## config.mk

```make
export PLATFORM = sky130hd
export DESIGN_NAME = adc_spi_ctrl
export DESIGN_NICKNAME = d
export VERILOG_FILES = /design/src/rtl/adc_spi_ctrl.sv
export SDC_FILE = /design/constraint.sdc
export NUM_CORES = 1
export LEC_CHECK = 0
export CAP_MARGIN = 20
export CORE_MARGIN = 5
export CORE_UTILIZATION = 54
export DETAILED_ROUTE_END_ITERATION = 10
export GPL_TIMING_DRIVEN = 0
export PLACE_DENSITY = 0.79
export SLEW_MARGIN = 25
export SYNTH_ARGS = -nofsm -noshare
export SYNTH_HDL_FRONTEND = slang
export SYNTH_SLANG_ARGS = --single-unit
```

## constraint.sdc

```tcl
create_clock -name clk -period 3.33 [get_ports clk]
set_clock_uncertainty 0.15 [all_clocks]
set_input_delay 0.8325 -clock clk [delete_from_list [all_inputs] [get_ports clk]]
set_output_delay 0.8325 -clock clk [all_outputs]
set_load 0.01 [all_outputs]
```

## src/rtl/adc_spi_ctrl.sv

```systemverilog
// Serial ADC read sequencer: frames cs_n/sclk, strobes the external shifter
// during the data-bit window and latches the finished word into a held sample.
module adc_spi_ctrl #(
    parameter int ADC_WIDTH  = 8,
    parameter int FRAME_BITS = 16,
    parameter int LEAD_BITS  = 3,
    parameter int CLK_DIV    = 4,
    parameter int CS_SETUP   = 2,
    parameter int QUIET      = 4
) (
    input  logic                 clk,
    input  logic                 rst,
    input  logic                 start,
    input  logic [ADC_WIDTH-1:0] cur_vd,
    output logic                 cs_n,
    output logic                 sclk,
    output logic                 stp_en,
    output logic [ADC_WIDTH-1:0] sample,
    output logic                 sample_valid,
    output logic                 busy,
    output logic                 overrun
);

    localparam int IDX_W  = (FRAME_BITS > 1) ? $clog2(FRAME_BITS) : 1;
    localparam int DIV_W  = (CLK_DIV > 1) ? $clog2(CLK_DIV) : 1;
    localparam int SQ_MAX = (CS_SETUP > QUIET) ? CS_SETUP : QUIET;
    localparam int SQ_W   = (SQ_MAX > 1) ? $clog2(SQ_MAX) : 1;

    localparam logic [IDX_W-1:0] LAST_IDX   = IDX_W'(FRAME_BITS - 1);
    localparam logic [DIV_W-1:0] DIV_LAST   = DIV_W'(CLK_DIV - 1);
    localparam logic [DIV_W-1:0] DIV_PRE    = DIV_W'((CLK_DIV > 1) ? CLK_DIV - 2 : 0);
    localparam logic [SQ_W-1:0]  SETUP_LAST = SQ_W'(CS_SETUP - 1);
    localparam logic [SQ_W-1:0]  QUIET_LAST = SQ_W'((QUIET > 0) ? QUIET - 1 : 0);

    localparam logic [2:0] ST_IDLE     = 3'd0;
    localparam logic [2:0] ST_SETUP    = 3'd1;
    localparam logic [2:0] ST_SHIFT_LO = 3'd2;
    localparam logic [2:0] ST_SHIFT_HI = 3'd3;
    localparam logic [2:0] ST_QUIET    = 3'd4;

    logic [2:0]       state;
    logic [IDX_W-1:0] bit_idx;
    logic [DIV_W-1:0] div_cnt;
    logic [SQ_W-1:0]  sq_cnt;

    function automatic logic in_window(input logic [IDX_W-1:0] idx);
        return (int'(idx) >= LEAD_BITS) && (int'(idx) < LEAD_BITS + ADC_WIDTH);
    endfunction

    // stp_en is registered, so it is raised one clock ahead of the sclk rise;
    // with CLK_DIV=1 that means on the very edge that enters SHIFT_LO.
    always_ff @(posedge clk or posedge rst) begin
        if (rst) begin
            state        <= ST_IDLE;
            cs_n         <= 1'b1;
            sclk         <= 1'b1;
            stp_en       <= 1'b0;
            sample       <= '0;
            sample_valid <= 1'b0;
            busy         <= 1'b0;
            overrun      <= 1'b0;
            bit_idx      <= '0;
            div_cnt      <= '0;
            sq_cnt       <= '0;
        end else begin
            sample_valid <= 1'b0;
            overrun      <= start && (state != ST_IDLE);
            case (state)
                ST_IDLE: begin
                    if (start) begin
                        state  <= ST_SETUP;
                        cs_n   <= 1'b0;
                        busy   <= 1'b1;
                        sq_cnt <= '0;
                    end
                end
                ST_SETUP: begin
                    if (sq_cnt == SETUP_LAST) begin
                        state   <= ST_SHIFT_LO;
                        sclk    <= 1'b0;
                        div_cnt <= '0;
                        bit_idx <= '0;
                        stp_en  <= (CLK_DIV == 1) && in_window('0);
                    end else begin
                        sq_cnt <= sq_cnt + 1'b1;
                    end
                end
                ST_SHIFT_LO: begin
                    if (div_cnt == DIV_LAST) begin
                        state   <= ST_SHIFT_HI;
                        sclk    <= 1'b1;
                        div_cnt <= '0;
                        stp_en  <= 1'b0;
                    end else begin
                        div_cnt <= div_cnt + 1'b1;
                        stp_en  <= (CLK_DIV > 1) && (div_cnt == DIV_PRE) && in_window(bit_idx);
                    end
                end
                ST_SHIFT_HI: begin
                    if (div_cnt != DIV_LAST) begin
                        div_cnt <= div_cnt + 1'b1;
                    end else if (bit_idx == LAST_IDX) begin
                        // A zero-length quiet gap skips QUIET so busy drops with cs_n.
                        cs_n         <= 1'b1;
                        sample       <= cur_vd;
                        sample_valid <= 1'b1;
                        sq_cnt       <= '0;
                        div_cnt      <= '0;
                        if (QUIET == 0) begin
                            state <= ST_IDLE;
                            busy  <= 1'b0;
                        end else begin
                            state <= ST_QUIET;
                        end
                    end else begin
                        state   <= ST_SHIFT_LO;
                        sclk    <= 1'b0;
                        div_cnt <= '0;
                        bit_idx <= bit_idx + 1'b1;
                        stp_en  <= (CLK_DIV == 1) && in_window(bit_idx + 1'b1);
                    end
                end
                ST_QUIET: begin
                    if (sq_cnt == QUIET_LAST) begin
                        state <= ST_IDLE;
                        busy  <= 1'b0;
                    end else begin
                        sq_cnt <= sq_cnt + 1'b1;
                    end
                end
                default: begin
                    state <= ST_IDLE;
                    cs_n  <= 1'b1;
                    sclk  <= 1'b1;
                    busy  <= 1'b0;
                end
            endcase
        end
    end

endmodule

```

==> results.py <==
metrics = {
    "drt": {
        "remaining_drc_errors": 0,
        "vias": 955,
        "drt_iter0_markers": 24,
        "ant_nets": 0,
        "vias_per_cell": 5.46,
        "wl_per_cell_um": 13.5,
        "drt_pass1_iterations": 4,
        "wl_mm": 2.36,
    },
    "sta": {
        "fin_crit_sh": 0.712,
        "whs_ns": 0.368,
        "setup_viol": 0,
        "timing.final.ws_setup_ns": 0.961,
        "timing.fmax_mhz": 422,
        "tightest_slew_ns": 0.870,
        "final.setup.tns_ns": 0,
        "rsz0062_at_grt": "false",
        "hold_violations": 0,
        "min_period_ns": 2.37,
        "slew_headroom": 0.417,
        "drv_slew": 0,
    },
    "final_layout": {
        "final_common_cell": "clkdlybuf4s50_1",
        "drive_above_1_share": 0.170,
        "fillers": 169,
        "stdcell_count": 175,
        "layout_common_cells": "24 x clkdlybuf4s50_1, 23 x dfrtp_1, 11 x o21ai_0",
        "area.growth.synth_to_final_pct": 24.3,
        "antenna_cells": 0,
        "fin_nets": 164,
    },
    "power": {
        "power.switching_uw": 102,
        "swShare": 0.214,
        "clockPowerShare": 0.273,
        "ir_drop_uv": 279,
        "p_per_area_nw_per_um2": 309,
        "p_leak_nw": 0.702,
        "comb_power_share": 0.078,
        "finalPower_uw": 480,
        "seqPwrFrac": 0.650,
        "p_int_uw": 377,
    },
    "global_routing": {
        "grt-ovfl-total": 0,
        "grt_usage": 0.153,
        "grt_max_degree": 26,
        "grt_pass1_vias": 1004,
        "grt_pass1_wl_mm": 4.17,
        "antenna_found_initial": 0,
    },
    "setup_path": {
        "critPathMaxFanout": 2,
        "crit_type": "reg2out",
        "cp-end-kind": "primary output",
        "path_cells": "clkdlybuf4s50_1",
        "cpPeakStageDelay_ns": 0.55,
        "startpoint_type": "register",
        "worst-path-buf-inv": 1,
        "rr_startpoint": "bit_idx[0]",
        "slowest_stage": "dfstp_2",
        "cp-startpoint": "cs_n",
        "critPathRequiredTime_ns": 2.35,
        "path_delay_family": "flip-flops",
        "crit_arrival_ns": 1.39,
    },
    "floorplanning": {
        "die_h_um": 58.1,
        "rows": 17,
        "start_util": 0.564,
        "core_area_um2": 2210,
        "die_w_um": 58.1,
        "num_io_pins": 25,
        "die-area_um2": 3370,
    },
    "clock_tree": {
        "cts_root_buffer": "clkbuf_4",
        "cts_tree": "done",
        "cts_resized": 0,
        "cts_buffers": 3,
        "htree_levels": 1,
        "cts_sinks": 25,
        "post-cts-setup-buffers": 0,
        "clk_path_buf_depth": 2,
        "ctsHoldBuffers": 0,
        "clock_latency_ns": 0.31,
        "clk_pin_slew_ns": 0.13,
    },
    "synth": {
        "syn_avg_cell_area_um2": 10.5,
        "synth_flop_cell": "dfrtp_1",
        "synth_edf_count": 0,
        "ys_seq_elements": 25,
        "syn_area_um2": 1250,
        "yosys_warnings": 0,
        "syn-num-nets": 135,
        "synth-async-reset-ratio": 1.00,
        "yosysSeqAreaShare": 0.504,
        "syn_inst": 119,
        "yosysUniqueCellTypes": 36,
    },
    "placed_design": {
        "dp_hpwl_mm": 1.82,
        "place_congestion": 0.840,
        "dp_slack_ns": 0.888,
        "dp.cells": 171,
        "portBuffers": 24,
    },
    "job": {
        "maxCapViolations": 0,
    },
    "min_path": {
        "hold_path_class": "reg2reg",
        "min_from": "stp_en",
    },
    "status": {
        "status": "completed",
    },
}
-- layer usage --
layer  track usage  share of wire
met5             0              0
met4        0.0497         0.0047
met3        0.0445          0.071
met2         0.255           0.49
met1         0.191           0.44
-- cells in the mapped netlist, drive strengths merged, types with 2 or more instances --
| library cell | number | area, um^2 |
|---|---|---|
| mux2 | 10 | 113 |
| buf | 3 | 15.0 |
| o21ai | 11 | 55.1 |
| o21a | 2 | 15.0 |
| a21oi | 6 | 30.0 |
| dfrtp | 23 | 576 |
| nor2 | 8 | 30.0 |
| nor3 | 2 | 10.0 |
| and3b | 2 | 17.5 |
| ha | 5 | 62.6 |
| dfstp | 2 | 52.6 |
| and2 | 2 | 13.8 |
| xor2 | 2 | 17.5 |
| clkbuf | 2 | 8.75 |
| inv | 7 | 26.3 |
| nand3 | 3 | 15.0 |
| nand2b | 2 | 12.5 |
| and3 | 2 | 17.5 |
| nand2 | 11 | 43.8 |
| mux2i | 2 | 20.0 |
-- cell type report --
class	instances	area, um^2	share of cell area
clock inverters	1	5.00	0.00323
multi-input cells	82	569	0.367
flip-flops and latches	25	628	0.405
inverters	7	26.3	0.0169
well taps	28	35.0	0.0226
clock buffers	3	22.5	0.0145
plain buffers	5	23.8	0.0153
repair buffers	24	240	0.155
-- stage by stage --
stage          cell area (um^2)  utilization
5_1_grt                    1550        0.701
2_1_floorplan              1250            -
6_report                   1550        0.701
4_1_cts                    1550        0.701
3_3_place_gp               1520        0.688
3_5_place_dp               1520        0.688
-- sequential cells by signal, summed over array words and instances (netlist names) --
| signal | cells |
|---|---|
| bit_idx | 4 |
| busy | 1 |
| cs_n | 1 |
| div_cnt | 2 |
| overrun | 1 |
| sample | 8 |
| sample_valid | 1 |
| sclk | 1 |
| sq_cnt | 2 |
| state | 3 |
| stp_en | 1 |
-- cell families (layout without fill, tap and decap cells) --
logic type	Yosys count	count (layout)	share of synthesized area
AOI/OAI and AO/OA	27	27	0.135
xor gates and xnor gates	2	2	0.0140
adders and majority gates	5	5	0.0502
buffers and inverters	12	40	0.0401
DFF	25	25	0.504
muxes	12	12	0.106
and+or+nand+nor	36	36	0.150
-- final timing paths --
kind / end / slack (ns) / depth (start not counted)
hold / removal: stp_en / 0.37 / 2
setup / recovery: cs_n / 0.96 / 1
setup reg to reg: bit_idx[3] / 1.22 / 5
max in group asynchronous: sq_cnt[1] / 1.89 / 2
min in group asynchronous: bit_idx[2] / 0.73 / 2
hold reg to reg: stp_en / 0.37 / 2
-- worst register-to-register path, cell delays in order, from the launching register on --
cell and delay (ns):
dfrtp_1 0.43, ha_1 0.26, and3_4 0.19, a2111o_1 0.48, or3_1 0.36, a22oi_1 0.16
-- power by group through the flow --
stage	logic (mW)	registers, mW	clock network, mW
3_3_place_gp	0.0374	0.317	0
3_5_place_dp	0.0381	0.317	0
6_report	0.0374	0.312	0.131
4_1_cts	0.0384	0.312	0.140
5_1_grt	0.0409	0.313	0.151
2_1_floorplan	0.00918	0.320	0
(Power assumes the default switching activity.)
